--- config.mk ---
export PLATFORM = sky130hd
export DESIGN_NAME = matrix_accel_sequencer
export DESIGN_NICKNAME = d
export VERILOG_FILES = /design/src/rtl/matrix_accel_sequencer.sv
export SDC_FILE = /design/constraint.sdc
export NUM_CORES = 1
export LEC_CHECK = 0
export CORE_AREA = 2 2 206 208
export DETAILED_ROUTE_END_ITERATION = 10
export DIE_AREA = 0 0 208 210
export PLACE_DENSITY = 0.6
export SKIP_CTS_REPAIR_TIMING = 1
export SKIP_LAST_GASP = 1
export SLEW_MARGIN = 25
export SYNTH_ARGS = -nofsm -noshare
export SYNTH_HDL_FRONTEND = slang
export SYNTH_SLANG_ARGS = --single-unit
--- constraint.sdc ---
create_clock -name Clk -period 10.69 [get_ports Clk]
set_input_delay 1.6035 -clock Clk [delete_from_list [all_inputs] [get_ports Clk]]
set_output_delay 1.6035 -clock Clk [all_outputs]
set_load 0.02 [all_outputs]
--- src/rtl/matrix_accel_sequencer.sv ---
// Row sequencer for a KERNEL_SIZE-lane multiply/accumulate accelerator: clear, multiply, add per row, then final reduce.
// Optional build macro SEQ_WATCHDOG_EN adds a WAIT_M timeout that raises a sticky err flag.
module matrix_accel_sequencer #(
  parameter int DATA_WIDTH  = 32,
  parameter int KERNEL_SIZE = 3,
  parameter int ADDR_WIDTH  = $clog2(KERNEL_SIZE*KERNEL_SIZE)
) (
  input  logic                              Clk,
  input  logic                              Rst,
  input  logic                              in_valid,
  output logic                              in_ready,
  input  logic [KERNEL_SIZE*DATA_WIDTH-1:0] in_row_a,
  input  logic [KERNEL_SIZE*DATA_WIDTH-1:0] in_row_b,
  output logic                              acc_clr,
  output logic [KERNEL_SIZE*DATA_WIDTH-1:0] acc_multiplier,
  output logic [KERNEL_SIZE*DATA_WIDTH-1:0] acc_multiplicand,
  output logic [KERNEL_SIZE-1:0]            acc_mstart,
  input  logic [KERNEL_SIZE-1:0]            acc_mready,
  output logic [KERNEL_SIZE-1:0]            acc_add,
  output logic [ADDR_WIDTH-1:0]             acc_addr,
  output logic                              acc_direct,
  output logic                              acc_final_add,
  input  logic [2*DATA_WIDTH-1:0]           acc_final_accum,
  input  logic                              acc_final_ready,
  output logic [2*DATA_WIDTH-1:0]           res_data,
  output logic                              res_valid,
  input  logic                              res_ready,
  output logic                              busy,
  output logic                              err
);

  localparam int RW  = KERNEL_SIZE*DATA_WIDTH;
  localparam int RCW = (KERNEL_SIZE > 1) ? $clog2(KERNEL_SIZE) : 1;
  localparam int DCW = $clog2(KERNEL_SIZE+2);

  typedef enum logic [2:0] {
    IDLE, CLEAR, MULT, WAIT_M, ADD, FINAL, DRAIN, OUT
  } state_e;

  state_e                  state_q;
  logic [RCW-1:0]          row_cnt_q;
  logic [DCW-1:0]          dcnt_q;
  logic                    in_ready_q, busy_q, acc_clr_q, acc_final_add_q, res_valid_q, acc_direct_q;
  logic [KERNEL_SIZE-1:0]  acc_mstart_q, acc_add_q;
  logic [RW-1:0]           mult_q, mcand_q;
  logic [2*DATA_WIDTH-1:0] res_data_q;
  logic                    last_row_d, drain_done_d;

`ifdef SEQ_WATCHDOG_EN
  logic [7:0] wd_cnt_q;
  logic       err_q;
`endif

  assign last_row_d   = (row_cnt_q == RCW'(KERNEL_SIZE-1));
  assign drain_done_d = (dcnt_q >= DCW'(KERNEL_SIZE+1));

  // Outputs are registered alongside the state, so each is loaded with the value of the state being entered.
  always_ff @(posedge Clk or posedge Rst) begin
    if (Rst) begin
      state_q         <= IDLE;
      row_cnt_q       <= '0;
      dcnt_q          <= '0;
      in_ready_q      <= 1'b1;
      busy_q          <= 1'b0;
      acc_clr_q       <= 1'b0;
      acc_final_add_q <= 1'b0;
      res_valid_q     <= 1'b0;
      acc_direct_q    <= 1'b0;
      acc_mstart_q    <= '0;
      acc_add_q       <= '0;
      mult_q          <= '0;
      mcand_q         <= '0;
      res_data_q      <= '0;
`ifdef SEQ_WATCHDOG_EN
      wd_cnt_q        <= '0;
      err_q           <= 1'b0;
`endif
    end else begin
      acc_clr_q       <= 1'b0;
      acc_final_add_q <= 1'b0;
      acc_mstart_q    <= '0;
      acc_add_q       <= '0;
      acc_direct_q    <= 1'b1;
      case (state_q)
        IDLE: if (in_valid) begin
          mult_q     <= in_row_a;
          mcand_q    <= in_row_b;
          in_ready_q <= 1'b0;
          busy_q     <= 1'b1;
          if (row_cnt_q == '0) begin
            state_q   <= CLEAR;
            acc_clr_q <= 1'b1;
          end else begin
            state_q      <= MULT;
            acc_mstart_q <= '1;
          end
        end
        CLEAR: begin
          state_q      <= MULT;
          acc_mstart_q <= '1;
        end
        MULT: begin
          state_q <= WAIT_M;
`ifdef SEQ_WATCHDOG_EN
          wd_cnt_q <= '0;
`endif
        end
        WAIT_M: if (&acc_mready) begin
          state_q   <= ADD;
          acc_add_q <= '1;
        end else begin
`ifdef SEQ_WATCHDOG_EN
          // 255th stalled cycle: give up on the job and return to a clean row-0 start.
          if (wd_cnt_q == 8'd254) begin
            err_q      <= 1'b1;
            state_q    <= IDLE;
            row_cnt_q  <= '0;
            in_ready_q <= 1'b1;
            busy_q     <= 1'b0;
          end else begin
            wd_cnt_q <= wd_cnt_q + 8'd1;
          end
`endif
        end
        ADD: if (last_row_d) begin
          state_q         <= FINAL;
          row_cnt_q       <= '0;
          acc_final_add_q <= 1'b1;
        end else begin
          state_q    <= IDLE;
          row_cnt_q  <= row_cnt_q + RCW'(1);
          in_ready_q <= 1'b1;
          busy_q     <= 1'b0;
        end
        FINAL: begin
          state_q <= DRAIN;
          dcnt_q  <= '0;
        end
        DRAIN: begin
          // Counter saturates so a slow final_ready cannot wrap it below the threshold.
          if (!drain_done_d) dcnt_q <= dcnt_q + DCW'(1);
          if (drain_done_d && acc_final_ready) begin
            state_q     <= OUT;
            res_data_q  <= acc_final_accum;
            res_valid_q <= 1'b1;
          end
        end
        OUT: if (res_ready) begin
          state_q     <= IDLE;
          res_valid_q <= 1'b0;
          in_ready_q  <= 1'b1;
          busy_q      <= 1'b0;
        end
        default: state_q <= IDLE;
      endcase
    end
  end

  assign in_ready         = in_ready_q;
  assign busy             = busy_q;
  assign acc_clr          = acc_clr_q;
  assign acc_multiplier   = mult_q;
  assign acc_multiplicand = mcand_q;
  assign acc_mstart       = acc_mstart_q;
  assign acc_add          = acc_add_q;
  assign acc_addr         = '0;
  assign acc_direct       = acc_direct_q;
  assign acc_final_add    = acc_final_add_q;
  assign res_data         = res_data_q;
  assign res_valid        = res_valid_q;
`ifdef SEQ_WATCHDOG_EN
  assign err = err_q;
`else
  assign err = 1'b0;
`endif

endmodule

==> results of run 1 <==
-- state kept, by name (all words and copies together), names as in the netlist --
| register | count |
|---|---|
| state_q | 3 |
| acc_multiplicand | 96 |
| acc_direct | 1 |
| acc_add | 1 |
| in_ready | 1 |
| dcnt_q | 3 |
| res_data | 64 |
| acc_final_add | 1 |
| row_cnt_q | 2 |
| acc_clr | 1 |
| acc_mstart | 1 |
| res_valid | 1 |
| acc_multiplier | 96 |
| busy | 1 |
-- layout make-up --
cell class	instances	area share (%)
timing repair buffer	536	30.0
inverter	4	0.125
sequential	272	37.9
clock buffer	44	5.34
clock inverter	13	0.974
tap	539	3.75
multi-input combinational	321	22.0
-- per-layer routing --
layer / vias up / track usage [%] / wire [um]
met2: 321 / 22.2 / 14800
met4: 0 / 4.72 / 759
met3: 50 / 5.44 / 2800
met1: 3583 / 17.0 / 12900
met5: - / 0 / 0
li1: 3282 / - / -
-- report_power, final --
part | switching (mW) | internal [mW] | leakage, nW
Clock | 0.444 | 0.728 | 0.561
Sequential | 0.312 | 1.54 | 3.28
Combinational | 1.20 | 1.59 | 4.22
Total | 1.96 | 3.87 | 8.06
-- synthesized netlist by cell type --
master    count  area share [%]
dfrtp_1     271              61
mux2_4      169              23
mux2_2       86             8.7
buf_6        26             2.6
buf_4        10            0.67
nor2_1        7            0.24
a21oi_1       5            0.22
nand2_1       5            0.17
buf_2         4            0.18
inv_1         4            0.13
mux2_1        4            0.40
o21ai_0       4            0.18
a22o_1        3            0.24
nand3_1       3            0.13
nor2b_1       3            0.17
a31oi_1       2            0.11
conb_1        2           0.067
nand3b_1      2            0.13
nor3_1        2           0.090
or2_2         2            0.11
xnor2_1       2            0.16
a21boi_0      1           0.067
a221o_1       1           0.090
a41oi_1       1           0.079
buf_1         1           0.034
clkbuf_1      1           0.034
dfstp_2       1            0.24
ha_1          1            0.11
mux2i_1       1           0.090
nand2_2       1           0.056
nand2b_1      1           0.056
nor2_4        1            0.10
nor3_4        1            0.15
nor3b_1       1           0.067
nor4_1        1           0.056
nor4_2        1            0.11
o211ai_1      1           0.067
o21bai_1      1           0.067
o22ai_1       1           0.056
o31ai_1       1           0.067
-- kinds of logic after synthesis --
group	synth area share [%]
and+or+nand+nor	1.64
DFF	61.1
AOI/OAI and AO/OA	1.25
xor gates and xnor gates	0.157
buffers and inverters	3.68
adders and majority gates	0.112
other	0.0674
muxes	32.0
-- cells in the final DEF, fill, tap and decap left out, types with 3 or more instances in the layout --
| cell type | count |
|---|---|
| bufinv_16 | 4 |
| o21ai_0 | 4 |
| mux2_4 | 169 |
| clkinv_2 | 6 |
| clkbuf_1 | 4 |
| dfrtp_1 | 271 |
| conb_1 | 6 |
| a22o_1 | 3 |
| nor2b_1 | 3 |
| nand3_1 | 3 |
| inv_1 | 3 |
| nand2_1 | 5 |
| mux2_1 | 4 |
| clkdlybuf4s50_1 | 531 |
| nor2_1 | 7 |
| mux2_2 | 86 |
| a21oi_1 | 5 |
| clkbuf_16 | 35 |
| clkbuf_8 | 5 |
-- how the worst min path moves through the flow --
stage / startpoint / endpoint / cells past startpoint
global placement: res_data[39] / res_data[39] / 1
CTS: res_data[12] / res_data[12] / 1
finish: res_data[12] / res_data[12] / 1
detailed placement: res_data[12] / res_data[12] / 1
global route: res_data[41] / res_data[41] / 1
floorplan: dcnt_q[1] / dcnt_q[1] / 1
==> impl_metrics.toml, run 1 <==
[synthesis]
syn_avg_cell_area_um2 = 17.5
ys.warnings.count = 0
ys_types = 40
syn_area_um2 = 11100
ys_seq_elements = 272
synthCells = 635
ys_seq_area_share_pct = 61.1

[die]
dieArea_um2 = 43700
die_h_um = 210
initial_core_util_pct = 26.9
io_pins = 537
chipWidth_um = 208
coreArea_um2 = 41500
num_rows = 75

[critical_path]
r2r_setup_slack_ns = 7.64
cpPeakStageDelay_ns = 0.88
crit_end = "acc_multiplier[94]"
end_kind = "flop"
setup.worst_path.class = "input pin to flop"
startpoint = "in_valid"
worst-endpoint-required_ns = 11.09
worstReg2RegEnd = "acc_multiplier[94]"
critPathBufInv = 2
arrival_ns = 4.28
worstPathCellList = "clkdlybuf4s50_1, nand2_8, buf_4, mux2_2"
crit_fanout = 76
slowest_stage = "buf_4"
startpoint_type = "input pin"
reg2reg_from = "state_q[2]"
crit_cells = 4
path_delay_family = "buffers and inverters"
rr_worst_depth = 4

[clocking]
clockBufferDepth = 3
clk_pin_slew_ns = 0.06
numClockSinks = 272
cts_max_level = 2
cts_inserted_buffers = 34
clock_latency_ns = 0.52
clockRootBuffer = "clkbuf_16"
cts_tree = "yes"

[drt]
routed_via_density = 4.19
vias = 7236
drc = 0
wl_per_cell_um = 18.1
drt-pass1-iter-count = 4
antenna_left = 0
routed_wl_um = 31300
drt_iter0_drc = 245

[final_layout]
ff_latch_area_um2 = 6810
fin_util_pct = 43.3
num_antenna_cells = 0
drive_above_1_share_pct = 27.0
final_cells = 1729
final_nets = 1434
final_area_um2 = 18000
multi_input_area_um2 = 3950
area_growth_syn_to_layout_pct = 61.4
fillers = 3830

[grt]
antenna_found_initial = 0
grt_pass1_wl_um = 47100
grt_max_degree = 149
grt_usage_pct = 13.8
grt_pass1_vias = 7699
overflow = 0

[placement]
placedCellCount = 1671
dpl.hpwl_um = 22200
dpl-instance-area_um2 = 16800
port_buffers = 531
routabilityCongestion = 0.758
place_ws_ns = 6.28

[outcome]
status = "complete, no violations"

[timing]
rsz0062_at_grt = "false"
max_freq_ghz = 0.258
slew_headroom_pct = 31.9
hold_viol = 0
fin_crit_sh_pct = 36.3
holdWs_ns = 0.494
setup_viol = 0
finalMaxSlewViolations = 0
skew_ns = 0.0110
setup_ws_ns = 6.81
fin_crit_ns = 3.88
worst-slew-pin-transition_ns = 1.02
tns_ns = 0

[power]
p_leak_nw = 8.06
finalPower_mw = 5.82
vdd_drop_max_v = 0.000143
p_per_area_nw_per_um2 = 324

[run]
maxCapViolCount = 0

[min_path]
hold_class = "flop to flop"
Note: power is estimated with default switching activity, not from simulation.
==> inputs of run 2 (changes only) <==
==> constraint.sdc (replaced) <==
create_clock -name Clk -period 3.6 [get_ports Clk]
set_input_delay 0.54 -clock Clk [delete_from_list [all_inputs] [get_ports Clk]]
set_output_delay 0.54 -clock Clk [all_outputs]
set_load 0.02 [all_outputs]
==> run 2 against run 1 <==
Net effect:
- clock skew decreased by 0.0015 ns
- utilization increased by 0.27 points
- flip-flop and latch count did not move
- worst hold slack worse by 0.077 ns
- setup slack lost 5.6 ns
- combinational power grew to 3.0 times the previous value
- sequential share of layout area shrank 0.24 points
==> impl_metrics.toml, run 2 (synthesized netlist as in run 1, its figures left out) <==
[outcome]
status = "complete, no violations"

[drt]
vias = 7287
wl_per_cell_um = 18.6
routed_wl_um = 32300
drc = 0
routed_via_density = 4.19
drt-pass1-iter-count = 4
drt_iter0_drc = 244
antenna_left = 0

[timing]
fin_crit_sh_pct = 65.9
setup_viol = 0
worst-slew-pin-transition_ns = 0.720
tns_ns = 0
max_freq_ghz = 0.421
skew_ns = 0.00949
holdWs_ns = 0.418
finalMaxSlewViolations = 0
slew_headroom_pct = 52.0
rsz0062_at_grt = "false"
fin_crit_ns = 2.37
hold_viol = 0

[clocking]
numClockSinks = 272
cts_inserted_buffers = 34
cts_max_level = 2
clk_pin_slew_ns = 0.06
clockRootBuffer = "clkbuf_16"
clock_latency_ns = 0.52
cts_tree = "yes"
clockBufferDepth = 3

[min_path]
hold_class = "input pin to asynchronous set/reset pin"

[placement]
port_buffers = 531
dpl.hpwl_um = 24100
routabilityCongestion = 0.747
dpl-instance-area_um2 = 17000

[final_layout]
final_nets = 1444
most-common-layout-cells = "clkdlybuf4s50_1 (531), dfrtp_1 (271), mux2_4 (169)"
layout_commonest_cell = "clkdlybuf4s50_1"
fin_util_pct = 43.6
drive_above_1_share_pct = 27.3
final_area_um2 = 18100
area_growth_syn_to_layout_pct = 62.4
num_antenna_cells = 0

[critical_path]
r2r_setup_slack_ns = 1.23
rr_worst_depth = 4
arrival_ns = 2.77
slowest_stage = "dfrtp_1"
critPathBufInv = 1
worstPathCellList = "nor3_4, nand2_8, buf_12, mux2_4"
worst-endpoint-required_ns = 4.00
worstReg2RegEnd = "acc_multiplier[68]"
crit_fanout = 59
path_delay_family = "simple AND/OR/NAND/NOR gates"
startpoint_type = "flop"
cpPeakStageDelay_ns = 0.60
setup.worst_path.class = "flop to flop"
startpoint = "state_q[2]"
end_kind = "flop"
reg2reg_from = "state_q[2]"

[die]
num_rows = 75
io_pins = 537
dieArea_um2 = 43700
initial_core_util_pct = 26.9
chipWidth_um = 208
die_h_um = 210
coreArea_um2 = 41500

[run]
maxCapViolCount = 0

[grt]
grt_max_degree = 80
grt_usage_pct = 14.6
antenna_found_initial = 0
grt_pass1_wl_um = 49200
grt_pass1_vias = 7971
overflow = 0

[power]
p_per_area_nw_per_um2 = 955
vdd_drop_max_v = 0.000483
p_leak_nw = 8.11
-- run 2: worst max path at each step --
stage                                end  slack, ns  cells after the start
floorplan                     acc_add[1]      -0.53                      1
global placement      acc_multiplier[94]       0.97                      4
detailed placement    acc_multiplier[94]       0.92                      4
CTS                 acc_multiplicand[52]       1.22                      4
global route        acc_multiplicand[93]       1.12                      4
finish                acc_multiplier[68]       1.23                      4
-- run 2: through the flow --
stage          cells  setup WS [ns]  total power, mW
2_1_floorplan    639         -0.535             10.0
3_3_place_gp    1682          0.972             13.9
3_5_place_dp    1682          0.921             14.0
4_1_cts         1741           1.22             17.5
5_1_grt         1741           1.12             18.1
6_report        1741           1.23             17.3
-- run 2: report_power, final --
group | total, mW | switching (mW) | internal [mW] | leakage (nW)
Sequential | 5.55 | 0.957 | 4.59 | 3.28
Clock | 3.40 | 1.29 | 2.11 | 0.551
Combinational | 8.33 | 3.59 | 4.75 | 4.29
Total | 17.3 | 5.84 | 11.4 | 8.11
-- run 2: cell type report --
cell class | count | area [um2]
Sequential cell | 272 | 6810
Multi-Input combinational cell | 321 | 3950
Fill cell | 3847 | 23400
Clock inverter | 5 | 56.3
Inverter | 4 | 18.8
Clock buffer | 54 | 1070
Timing Repair Buffer | 546 | 5520
Tap cell | 539 | 674
-- run 2: routing by layer --
metal	vias to the layer above	global-route usage, %	part of all wire (%)
met5	-	0	0
met1	3602	17.6	41
met2	340	23.9	48
met3	45	5.29	8.9
li1	3300	-	-
met4	0	5.33	2.3
